$ cat config.mk
export PLATFORM = sky130hd
export DESIGN_NAME = regfile_writeback_flat
export DESIGN_NICKNAME = d
export VERILOG_FILES = /design/src/rtl/regfile_pkg.sv /design/src/rtl/regfile_writeback_if.sv /design/src/rtl/wb_rr_arbiter.sv /design/src/rtl/regfile_writeback.sv /design/src/flat_wrapper.sv
export SDC_FILE = /design/constraint.sdc
export NUM_CORES = 1
export LEC_CHECK = 0
export ABC_AREA = 1
export BUFFER_PORTS_ARGS = -buffer_cell sky130_fd_sc_hd__buf_2
export CAP_MARGIN = 20
export CORE_MARGIN = 2
export CORE_UTILIZATION = 57
export DETAILED_ROUTE_END_ITERATION = 16
export GPL_ROUTABILITY_DRIVEN = 0
export HOLD_SLACK_MARGIN = 0.08
export PLACE_DENSITY = 0.9
export SLEW_MARGIN = 30
export SYNTH_ARGS = -nofsm -noshare
export SYNTH_HDL_FRONTEND = slang
export SYNTH_SLANG_ARGS = --single-unit
$ cat constraint.sdc
create_clock -name clk -period 3.59 [get_ports clk]
set_input_delay 0.5385 -clock clk [delete_from_list [all_inputs] [get_ports clk]]
set_output_delay 0.5385 -clock clk [all_outputs]
set_load 0.1 [all_outputs]
$ cat src/rtl/regfile_pkg.sv
// Shared types and default sizing for the integer register file write-back path.
package regfile_pkg;

  localparam int unsigned REG_WIDTH_DEF = 32;
  localparam int unsigned NUM_REGS_DEF  = 32;
  localparam int unsigned ADDR_W_DEF    = $clog2(NUM_REGS_DEF);

  typedef logic [ADDR_W_DEF-1:0] reg_addr_t;

  // Bit positions of the ALU/LSU requesters in the arbiter request/grant vectors.
  typedef enum logic {
    WB_SRC_ALU = 1'b0,
    WB_SRC_LSU = 1'b1
  } wb_src_e;

endpackage

$ cat src/rtl/regfile_writeback_if.sv
// Write-back bundle: ALU/LSU results, issue/hazard-check port and register file write port.
// Optional forwarding outputs are present when WB_BYPASS_EN is defined.
interface regfile_writeback_if #(
  parameter int unsigned REG_WIDTH = regfile_pkg::REG_WIDTH_DEF,
  parameter int unsigned NUM_REGS  = regfile_pkg::NUM_REGS_DEF
);
  localparam int unsigned ADDR_W = $clog2(NUM_REGS);

  logic                 alu_valid;
  logic                 alu_ready;
  logic [ADDR_W-1:0]    alu_rd;
  logic [REG_WIDTH-1:0] alu_data;
  logic                 lsu_valid;
  logic                 lsu_ready;
  logic [ADDR_W-1:0]    lsu_rd;
  logic [REG_WIDTH-1:0] lsu_data;
  logic                 issue_valid;
  logic                 issue_ready;
  logic [ADDR_W-1:0]    issue_rd;
  logic [ADDR_W-1:0]    chk_rs1;
  logic [ADDR_W-1:0]    chk_rs2;
  logic                 chk_rs1_busy;
  logic                 chk_rs2_busy;
  logic                 wrEn;
  logic [ADDR_W-1:0]    wrAddr;
  logic [REG_WIDTH-1:0] wrData;
  logic                 sb_err;
`ifdef WB_BYPASS_EN
  logic                 byp_rs1_hit;
  logic                 byp_rs2_hit;
  logic [REG_WIDTH-1:0] byp_data;

  modport master (
    output alu_valid, alu_rd, alu_data, lsu_valid, lsu_rd, lsu_data,
           issue_valid, issue_rd, chk_rs1, chk_rs2,
    input  alu_ready, lsu_ready, issue_ready, chk_rs1_busy, chk_rs2_busy,
           wrEn, wrAddr, wrData, sb_err, byp_rs1_hit, byp_rs2_hit, byp_data
  );
  modport slave (
    input  alu_valid, alu_rd, alu_data, lsu_valid, lsu_rd, lsu_data,
           issue_valid, issue_rd, chk_rs1, chk_rs2,
    output alu_ready, lsu_ready, issue_ready, chk_rs1_busy, chk_rs2_busy,
           wrEn, wrAddr, wrData, sb_err, byp_rs1_hit, byp_rs2_hit, byp_data
  );
`else
  modport master (
    output alu_valid, alu_rd, alu_data, lsu_valid, lsu_rd, lsu_data,
           issue_valid, issue_rd, chk_rs1, chk_rs2,
    input  alu_ready, lsu_ready, issue_ready, chk_rs1_busy, chk_rs2_busy,
           wrEn, wrAddr, wrData, sb_err
  );
  modport slave (
    input  alu_valid, alu_rd, alu_data, lsu_valid, lsu_rd, lsu_data,
           issue_valid, issue_rd, chk_rs1, chk_rs2,
    output alu_ready, lsu_ready, issue_ready, chk_rs1_busy, chk_rs2_busy,
           wrEn, wrAddr, wrData, sb_err
  );
`endif

endinterface

$ cat src/rtl/wb_rr_arbiter.sv
// Two-requester round-robin arbiter (bit 0 = ALU, bit 1 = LSU); the pointer only
// moves when both sides request, handing priority to the loser.
module wb_rr_arbiter
  import regfile_pkg::*;
(
  input  logic       clk,
  input  logic       rst,
  input  logic [1:0] req,
  output logic [1:0] gnt
);

  wb_src_e ptr_q, ptr_d;

  always_comb begin
    // NOTE: every output gets a default before the case so no path leaves it unassigned (no latch).
    gnt   = 2'b00;
    ptr_d = ptr_q;
    unique case (req)
      2'b01:   gnt = 2'b01;
      2'b10:   gnt = 2'b10;
      2'b11: begin
        if (ptr_q == WB_SRC_LSU) begin
          gnt   = 2'b10;
          ptr_d = WB_SRC_ALU;
        end else begin
          gnt   = 2'b01;
          ptr_d = WB_SRC_LSU;
        end
      end
      default: ;
    endcase
  end

  // NOTE: state flops use non-blocking assignments so every flop samples pre-edge values.
  always_ff @(posedge clk or posedge rst) begin
    if (rst) ptr_q <= WB_SRC_LSU;
    else     ptr_q <= ptr_d;
  end

endmodule

$ cat src/rtl/regfile_writeback.sv
// Register file write-side front end: ALU/LSU arbitration, registered write port and
// per-register pending-write scoreboard. Define WB_BYPASS_EN for early commit plus forwarding.
module regfile_writeback
  import regfile_pkg::*;
#(
  parameter int unsigned REG_WIDTH = REG_WIDTH_DEF,
  parameter int unsigned NUM_REGS  = NUM_REGS_DEF,
  parameter int unsigned PEND_W    = 2
)(
  input logic clk,
  input logic rst,
  regfile_writeback_if.slave wb
);

  localparam int unsigned ADDR_W = $clog2(NUM_REGS);
  localparam logic [PEND_W-1:0] PEND_MAX = '1;

  logic [1:0]           gnt;
  logic                 xfer;
  logic [ADDR_W-1:0]    xfer_rd;
  logic [REG_WIDTH-1:0] xfer_data;

  logic                 wr_en_q, wr_en_d;
  logic [ADDR_W-1:0]    wr_addr_q, wr_addr_d;
  logic [REG_WIDTH-1:0] wr_data_q, wr_data_d;
  logic                 sb_err_q, sb_err_d;
  logic [PEND_W-1:0]    pend_q [NUM_REGS];
  logic [PEND_W-1:0]    pend_d [NUM_REGS];

  logic                 issue_fire;
  logic                 commit_vld;
  logic [ADDR_W-1:0]    commit_rd;
  logic [NUM_REGS-1:0]  inc_vec, dec_vec;

  wb_rr_arbiter u_arb (
    .clk (clk),
    .rst (rst),
    .req ({wb.lsu_valid, wb.alu_valid}),
    .gnt (gnt)
  );

  assign wb.alu_ready = gnt[0];
  assign wb.lsu_ready = gnt[1];

  // A grant is only ever given to a valid requester, so any grant is a transfer.
  always_comb begin
    xfer      = |gnt;
    xfer_rd   = gnt[1] ? wb.lsu_rd   : wb.alu_rd;
    xfer_data = gnt[1] ? wb.lsu_data : wb.alu_data;
    wr_en_d   = xfer && (xfer_rd != '0);
    wr_addr_d = wr_en_d ? xfer_rd   : wr_addr_q;
    wr_data_d = wr_en_d ? xfer_data : wr_data_q;
  end

  assign wb.issue_ready = (wb.issue_rd == '0) || (pend_q[wb.issue_rd] != PEND_MAX);
  assign issue_fire     = wb.issue_valid && wb.issue_ready && (wb.issue_rd != '0);

`ifdef WB_BYPASS_EN
  assign commit_vld     = wr_en_d;
  assign commit_rd      = xfer_rd;
  assign wb.byp_rs1_hit = wr_en_q && (wr_addr_q == wb.chk_rs1) && (wb.chk_rs1 != '0);
  assign wb.byp_rs2_hit = wr_en_q && (wr_addr_q == wb.chk_rs2) && (wb.chk_rs2 != '0);
  assign wb.byp_data    = wr_data_q;
`else
  assign commit_vld = wr_en_q;
  assign commit_rd  = wr_addr_q;
`endif

  always_comb begin
    inc_vec = '0;
    dec_vec = '0;
    if (issue_fire) inc_vec[wb.issue_rd] = 1'b1;
    if (commit_vld) dec_vec[commit_rd]   = 1'b1;
  end

  // Simultaneous issue and commit to one register cancel out.
  always_comb begin
    pend_d   = pend_q;
    sb_err_d = sb_err_q;
    for (int r = 0; r < NUM_REGS; r++) begin
      unique case ({inc_vec[r], dec_vec[r]})
        2'b10: pend_d[r] = pend_q[r] + PEND_W'(1);
        2'b01: begin
          if (pend_q[r] != '0) pend_d[r] = pend_q[r] - PEND_W'(1);
          else                 sb_err_d  = 1'b1;
        end
        default: ;
      endcase
    end
  end

  assign wb.chk_rs1_busy = (wb.chk_rs1 != '0) && (pend_q[wb.chk_rs1] != '0);
  assign wb.chk_rs2_busy = (wb.chk_rs2 != '0) && (pend_q[wb.chk_rs2] != '0);

  assign wb.wrEn   = wr_en_q;
  assign wb.wrAddr = wr_addr_q;
  assign wb.wrData = wr_data_q;
  assign wb.sb_err = sb_err_q;

  always_ff @(posedge clk or posedge rst) begin
    if (rst) begin
      wr_en_q   <= 1'b0;
      wr_addr_q <= '0;
      wr_data_q <= '0;
      sb_err_q  <= 1'b0;
      // NOTE: this small counter array must clear on reset (hazard state), unlike a data RAM.
      for (int r = 0; r < NUM_REGS; r++) pend_q[r] <= '0;
    end else begin
      wr_en_q   <= wr_en_d;
      wr_addr_q <= wr_addr_d;
      wr_data_q <= wr_data_d;
      sb_err_q  <= sb_err_d;
      pend_q    <= pend_d;
    end
  end

endmodule

$ cat src/flat_wrapper.sv
// flat-port wrapper written by rule: the top's interface ports become plain ports
module regfile_writeback_flat import regfile_pkg::*;
#(
  parameter int unsigned REG_WIDTH = REG_WIDTH_DEF,
  parameter int unsigned NUM_REGS  = NUM_REGS_DEF,
  parameter int unsigned PEND_W    = 2
)
  (clk, rst, wb_alu_valid, wb_alu_rd, wb_alu_data, wb_lsu_valid, wb_lsu_rd, wb_lsu_data, wb_issue_valid, wb_issue_rd, wb_chk_rs1, wb_chk_rs2, wb_alu_ready, wb_lsu_ready, wb_issue_ready, wb_chk_rs1_busy, wb_chk_rs2_busy, wb_wrEn, wb_wrAddr, wb_wrData, wb_sb_err);
  regfile_writeback_if #(.REG_WIDTH(REG_WIDTH), .NUM_REGS(NUM_REGS)) wb_i ();
  input logic clk;
  input logic rst;
  input wire logic [$bits(wb_i.alu_valid)-1:0] wb_alu_valid;
  input wire logic [$bits(wb_i.alu_rd)-1:0] wb_alu_rd;
  input wire logic [$bits(wb_i.alu_data)-1:0] wb_alu_data;
  input wire logic [$bits(wb_i.lsu_valid)-1:0] wb_lsu_valid;
  input wire logic [$bits(wb_i.lsu_rd)-1:0] wb_lsu_rd;
  input wire logic [$bits(wb_i.lsu_data)-1:0] wb_lsu_data;
  input wire logic [$bits(wb_i.issue_valid)-1:0] wb_issue_valid;
  input wire logic [$bits(wb_i.issue_rd)-1:0] wb_issue_rd;
  input wire logic [$bits(wb_i.chk_rs1)-1:0] wb_chk_rs1;
  input wire logic [$bits(wb_i.chk_rs2)-1:0] wb_chk_rs2;
  output wire logic [$bits(wb_i.alu_ready)-1:0] wb_alu_ready;
  output wire logic [$bits(wb_i.lsu_ready)-1:0] wb_lsu_ready;
  output wire logic [$bits(wb_i.issue_ready)-1:0] wb_issue_ready;
  output wire logic [$bits(wb_i.chk_rs1_busy)-1:0] wb_chk_rs1_busy;
  output wire logic [$bits(wb_i.chk_rs2_busy)-1:0] wb_chk_rs2_busy;
  output wire logic [$bits(wb_i.wrEn)-1:0] wb_wrEn;
  output wire logic [$bits(wb_i.wrAddr)-1:0] wb_wrAddr;
  output wire logic [$bits(wb_i.wrData)-1:0] wb_wrData;
  output wire logic [$bits(wb_i.sb_err)-1:0] wb_sb_err;
  assign wb_i.alu_valid = wb_alu_valid;
  assign wb_i.alu_rd = wb_alu_rd;
  assign wb_i.alu_data = wb_alu_data;
  assign wb_i.lsu_valid = wb_lsu_valid;
  assign wb_i.lsu_rd = wb_lsu_rd;
  assign wb_i.lsu_data = wb_lsu_data;
  assign wb_i.issue_valid = wb_issue_valid;
  assign wb_i.issue_rd = wb_issue_rd;
  assign wb_i.chk_rs1 = wb_chk_rs1;
  assign wb_i.chk_rs2 = wb_chk_rs2;
  assign wb_alu_ready = wb_i.alu_ready;
  assign wb_lsu_ready = wb_i.lsu_ready;
  assign wb_issue_ready = wb_i.issue_ready;
  assign wb_chk_rs1_busy = wb_i.chk_rs1_busy;
  assign wb_chk_rs2_busy = wb_i.chk_rs2_busy;
  assign wb_wrEn = wb_i.wrEn;
  assign wb_wrAddr = wb_i.wrAddr;
  assign wb_wrData = wb_i.wrData;
  assign wb_sb_err = wb_i.sb_err;
  regfile_writeback #(.REG_WIDTH(REG_WIDTH), .NUM_REGS(NUM_REGS), .PEND_W(PEND_W)) u_core (.clk(clk), .rst(rst), .wb(wb_i));
endmodule
==> impl_results.md, run 1 <==
- Inst Count DP: roughly 1400
- Starting Density: 57.7%
- Min Clock Period, post-route: roughly 2.9 ns
- Async S/R FF share, synth: 100%
- Setup-failing EPs final: 0
- Post-Syn Area per Cell: 6.67 um2
- Clk root buf: clkbuf_16
- Clk buf depth: 2
- Outcome: finished, final reports clean
- Main synth FF type: dfrtp_1
- Worst min path class: in -> async
- Final wirelength: between 20 and 25 mm
- Power density cells: 649 nW/um2
- Top-area cell type share of the netlist area: a little over a third
- Die Area: about 14000 um2
- Setup TNS: 0 ns
- Grt ovf: 0
- Worst slew margin: ~47%
- # port buffers: approximately 140
- Ys Warns: 0
- Pins Over Slew Limit: 0
- Antenna Cells: 0
- Clock latency on the worst-skew pair: about 0.37 ns
- RR Endpoint: u_core.wb.wrData[21]$_DFFE_PP0P_
- Via Count: approximately 8000
- Core area: 12500 um2
- Area contributors post-synth: dfrtp_1, nand2_1, nor2_1, inv_1, a31oi_1
- Worst setup SP type: primary input
- DP Wirelength: 16.3 mm
- Final hold viol count: 0
- Resize count post-CTS: 0
- Post-CTS Setup Bufs: 0
- Final Cycle Share: 80.7%
- Lkg Pwr: slightly above 4 nW
- Tot Pwr: 0.00537 W
- Share of layout cells above drive strength 1: ~16%
- Initial DRT Pass Iterations: 7
- Unrepaired setup endpoints after global routing: no
- Crit Path Class: in -> out
- Final cell count without fillers: 1375
- WL per Instance: 16.2 um
- FMAX: 0.345 GHz
- Syn Inst Count: about 1100
- Initial antenna violation count: 0
- Die Height: between 100 and 150 um
- Number of synthesized register bits: 104
- Slew @ Worst Pin: 0.796 ns
- Post-route clock skew: between 0.015 and 0.02 ns
- Num CTS Buffers: 9
- Crit path to: wb_chk_rs2_busy
- Critical path required time: 3.05 ns
- Post-route DRC: 0
- CTS tree: built
- Antenna Nets Post-Route: 0
- Maximum capacitance violations: 0
- Clock slew at reported path FFs: approximately 0.08 ns
- Die X: 116 um
- Std-Cell Rows: 41
- Count of cell types in the netlist: 40
- Largest area contributor in the netlist: dfrtp_1
- Area Overhead vs Synth: 15.1%
- First-pass GRT wire length: ~36 mm
- Avg Vias per Cell: roughly 6
- Clock Sink Count: 104
- Vias in the first global route: approximately 7400
- R2r setup slk: around 0.71 ns
- CP arrival: 2.36 ns
- Post-synth EDFFs: 0
- Netlist Area Pre-Place: between 7000 and 8000 um2
- Boundary pin count: roughly 140
- CP endpoint kind: output port
- Cts hold-fix bufs: 0
- Maximum vdd drop: ~490 uV
- 1st-iter DRT viols: approximately 960
- FF-to-FF path depth: 10
- CP max FO: 15
- Cell with the most instances after synthesis: nand2_1
- Critical Path Source: wb_chk_rs2[1]
- Post-synth top cells: nand2_1, nor2_1, inv_1
- Largest net degree at the start of global routing: 66
- GRT Total Usage: around 34%
- RR Startpoint: u_core.u_arb.ptr_q$_DFFE_PP1N_
- Sequential area share after synthesis: 36.2%
- Final net count: between 1000 and 1500
- Htree depth: 3
- Synth Net Count: between 1000 and 1500
-- metal layers --
layer | track usage [%] | up-vias | part of all wire, %
met1 | 44.3 | 3662 | 39
met5 | 0 | - | 0
met2 | 53.3 | 546 | 45
met4 | 19.3 | 0 | 5.5
met3 | 7.37 | 111 | 10
li1 | - | 3803 | -
-- state kept, by name (all words and copies together) (netlist names) --
signal              flops
u_core.u_arb.ptr_q      1
u_core.pend_q          64
u_core.wb.wrEn          1
u_core.wb.wrAddr        5
u_core.wb.sb_err        1
u_core.wb.wrData       32
-- layout make-up --
class | count | area (um2)
clock buffers | 9 | 225
clock inverters | 7 | 81.3
fillers | 1060 | 4190
inverters | 110 | 418
multi-input cells | 827 | 3980
flip-flops and latches | 104 | 2600
well taps | 172 | 215
repair buffers | 146 | 753
-- per-stage QoR --
| stage | hold slack (ns) | util [%] | cell area [um2] | setup slack, ns |
|---|---|---|---|---|
| after global routing | 0.367 | 66.4 | 8280 | 0.465 |
| final | 0.320 | 66.4 | 8280 | 0.692 |
| after floorplan | 0.464 | - | 7200 | 0.321 |
| after CTS | 0.355 | 66.4 | 8280 | 0.702 |
| after global placement | 0.489 | 63.9 | 7970 | 0.626 |
| after detailed placement | 0.484 | 63.9 | 7970 | 0.567 |
-- worst min-delay path by stage --
stage / to / slack, ns / cells after the start
5_1_grt: u_core.u_arb.ptr_q$_DFFE_PP1N_ / 0.37 / 2
6_report: u_core.pend_q[19]$_DFFE_PP0P_ / 0.32 / 2
3_5_place_dp: u_core.pend_q[18]$_DFFE_PP0P_ / 0.48 / 1
4_1_cts: u_core.pend_q[53]$_DFFE_PP0P_ / 0.35 / 2
3_3_place_gp: u_core.pend_q[18]$_DFFE_PP0P_ / 0.49 / 1
2_1_floorplan: u_core.pend_q[10]$_DFFE_PP0P_ / 0.46 / 1
-- placed cells by master (no fill, tap or decap), types with 3 or more instances in the layout --
cell type  Yosys  final
nand3b_1       4      4
clkbuf_16      0      9
or2_1          3      3
dfrtp_1      103    103
o21ai_0       65     64
inv_1        104    102
nand2_1      287    287
nand4_1       21     21
xor2_1        30     30
buf_2         13    137
nor2_1       174    174
inv_2          3      4
nor3_1        36     36
a31oi_1       57     56
nand2_2        3      3
buf_4          3      9
o211ai_1       3      3
mux2i_1        5      5
a21oi_1       37     36
nand4_2       10     10
nand3_1       59     59
o21ai_1       13     14
-- worst max-delay path: stages --
cell	delay, ns
buf_2	0.20
inv_1	0.26
o21ai_0	0.14
a21oi_1	0.06
or3_1	0.35
o311ai_0	0.09
a21oi_1	0.13
a31oi_2	0.14
buf_2	0.44
-- kinds of logic (layout without fill, tap and decap cells) --
family                    Yosys count  in the layout  synth area share [%]
xor gates and xnor gates           30             30                  3.65
muxes                               5              5                 0.696
and+or+nand+nor                   605            605                  36.2
buffers and inverters             148            272                  8.66
DFF                               104            104                  36.2
AOI/OAI and AO/OA                 187            187                  14.6
-- power by group --
part	leakage [nW]	switching (W)	internal (W)
clock	0.150	0.000510	0.000498
sequential	1.27	0.000470	0.00155
combinational	2.74	0.00177	0.000565
Power figures use the tool's default switching activity.
==> run 2, diff against run 1 <==
clock period = 2.9 ns   (was 3.59 ns; I/O delays follow)
==> run 2 against run 1 <==
  * Critical path depth down 1
  * Routed wire length shrank 1.8%
  * Clock power rose by 20%
  * Combinational power increased by 26%
  * Die area is the same
  * Critical endpoint unchanged
  * Register-to-register slack worse by 0.34 ns
  * Critical path type is now reg -> out
  * Final cell count up 0.58%
  * First-iteration DRC count fell by 1.4%
  * Power increased by 23%
  * Clock-buffer cell count rose by 1
==> impl_results.md, run 2 (synthesis gave the netlist of run 1 again) <==
- CP endpoint kind: output port
- Die Height: 116 um (unchanged)
- CP max FO: 5 (-10)
- Max reg flops: 64 (unchanged)
- Power density cells: 792 nW/um2 (+22%)
- FMAX: approximately 0.37 GHz
- Std-Cell Rows: 41 (unchanged)
- Pins Over Slew Limit: 0 (unchanged)
- Die X: 116 um (unchanged)
- Clock Sink Count: 104 (unchanged)
- Clock slew at reported path FFs: 0.08 ns (about the same)
- 1st-iter DRT viols: 946 (-1.4%)
- Antenna Nets Post-Route: 0 (unchanged)
- Initial antenna violation count: 0 (unchanged)
- Clk root buf: clkbuf_16
- Initial DRT Pass Iterations: 8 (+1)
- Core area: 12500 um2 (unchanged)
- GRT Total Usage: 33.3% (-0.89 points)
- Clock latency on the worst-skew pair: 0.37 ns (about the same)
- Post-route DRC: 0 (unchanged)
- Final Cycle Share: 93.0%
- Maximum capacitance violations: 0 (unchanged)
- Worst setup SP type: register
- Area of the multi-input gates: 3990 um2 (about the same)
- DP Wirelength: 16.1 mm (-1.2%)
- CP arrival: 2.26 ns (-0.10 ns)
- Final hold viol count: 0 (unchanged)
- WL per Instance: 15.8 um (-2.4%)
- Commonest non-fill, non-tap cell in the layout: nand2_1
- Unrepaired setup endpoints after global routing: no
- Fillcell total: 1052 (-0.75%)
- Final hold slack: 0.240 ns (-0.0799 ns)
- Finished Cell Area: 8370 um2 (+1.1%)
- Min Clock Period, post-route: 2.70 ns
- CTS tree: built
- Critical path required time: 2.47 ns (-0.58 ns)
- Vias in the first global route: 7342 (-1.3%)
- Boundary pin count: 138 (unchanged)
- Post-CTS Setup Bufs: 0 (unchanged)
- Die Area: 13500 um2 (unchanged)
- Grt ovf: 0 (unchanged)
- Maximum vdd drop: 578 uV (+18%)
- Slew @ Worst Pin: 0.886 ns (+0.0900 ns)
- Largest net degree at the start of global routing: 66 (unchanged)
- Num CTS Buffers: 9 (unchanged)
- Worst slew margin: 40.5% (-6.4 points)
- Area occupied by registers: 2600 um2 (unchanged)
- Area Overhead vs Synth: 16.3%
- Post-route clock skew: 0.0114 ns (-0.00533 ns)
- Area post-placement: 8070 um2 (+1.3%)
- Antenna Cells: 0 (unchanged)
- # port buffers: 137 (unchanged)
- Final wirelength: 21.8 mm (-1.8%)
- Worst min path class: in -> reg
- Htree depth: 3 (unchanged)
- Cts hold-fix bufs: 1 (+1)
- First-pass GRT wire length: 35.5 mm (-1.5%)
- Crit Path Class: reg -> out
- Final net count: 1300 (+0.62%)
- Setup-failing EPs final: 0 (unchanged)
- Avg Vias per Cell: 5.89 (-0.26%)
- Most flop-heavy register: u_core.pend_q
- Outcome: finished, final reports clean
- Starting Density: 57.7% (unchanged)
- Share of layout cells above drive strength 1: 16.4% (+0.39 points)
- Highest-count cells in the layout ignoring fill and taps: nand2_1, nor2_1, buf_2
- Lkg Pwr: 4.19 nW (+1.0%)
- Via Count: 8148 (+0.32%)
- Resize count post-CTS: 0 (unchanged)
- Clk buf depth: 2 (unchanged)
==> run 2: worst max-delay path, stage by stage, from the launching register on <==
cell and delay (ns):
dfrtp_1 0.44, nor2_1 0.45, o21ai_0 0.14, a21oi_1 0.13
or3_1 0.11, o311ai_0 0.15, a21oi_1 0.21, a31oi_2 0.07
buf_12 0.19
==> run 2: final timing paths <==
path / cells after the start / endpoint / from / slack, ns
worst min-delay path: 2 / u_core.u_arb.ptr_q$_DFFE_PP1N_ / wb_alu_valid / 0.24
max in group asynchronous: 4 / u_core.pend_q[48]$_DFFE_PP0P_ / rst / 1.51
worst max-delay path: 8 / wb_chk_rs2_busy / u_core.pend_q[38]$_DFFE_PP0P_ / 0.20
min in group asynchronous: 3 / u_core.wb.wrData[20]$_DFFE_PP0P_ / rst / 0.49
worst min register to register: 1 / u_core.pend_q[10]$_DFFE_PP0P_ / u_core.pend_q[10]$_DFFE_PP0P_ / 0.51
worst max register to register: 16 / u_core.wb.sb_err$_DFF_PP0_ / u_core.pend_q[32]$_DFFE_PP0P_ / 0.37
==> run 2: report_power, final <==
part	switching, W	total, W	leakage (nW)	internal (W)
Clock	0.000608	0.00121	0.140	0.000606
Sequential	0.000547	0.00247	1.27	0.00192
Combinational	0.00220	0.00294	2.79	0.000736
==> run 2: through the flow <==
| step | power (W) | util, % | cells | TNS, ns | setup slack (ns) |
|---|---|---|---|---|---|
| after floorplan | 0.00454 | - | 1079 | -0.0688 | -0.0688 |
| after global placement | 0.00527 | 64.7 | 1366 | 0 | 0.240 |
| after detailed placement | 0.00534 | 64.7 | 1366 | 0 | 0.171 |
| after CTS | 0.00655 | 67.1 | 1383 | 0 | 0.222 |
| after global routing | 0.00699 | 67.1 | 1383 | 0 | 0.0746 |
| final | 0.00662 | 67.1 | 1383 | 0 | 0.202 |
==> run 2: final cells by class <==
| type | count | area share [%] |
|---|---|---|
| sequential | 104 | 31.1 |
| clock inverter | 6 | 0.688 |
| tap | 172 | 2.57 |
| inverter | 110 | 5.01 |
| multi-input combinational | 827 | 47.6 |
| timing repair buffer | 154 | 10.3 |
| clock buffer | 10 | 2.74 |
==> run 2: layer usage <==
metal / part of all wire (%) / routed length (um) / GRT usage, %
met5: 0 / 0 / 0
met4: 4.8 / 1050 / 15.3
met3: 11 / 2490 / 7.78
met2: 45 / 9860 / 52.7
met1: 39 / 8440 / 43.6
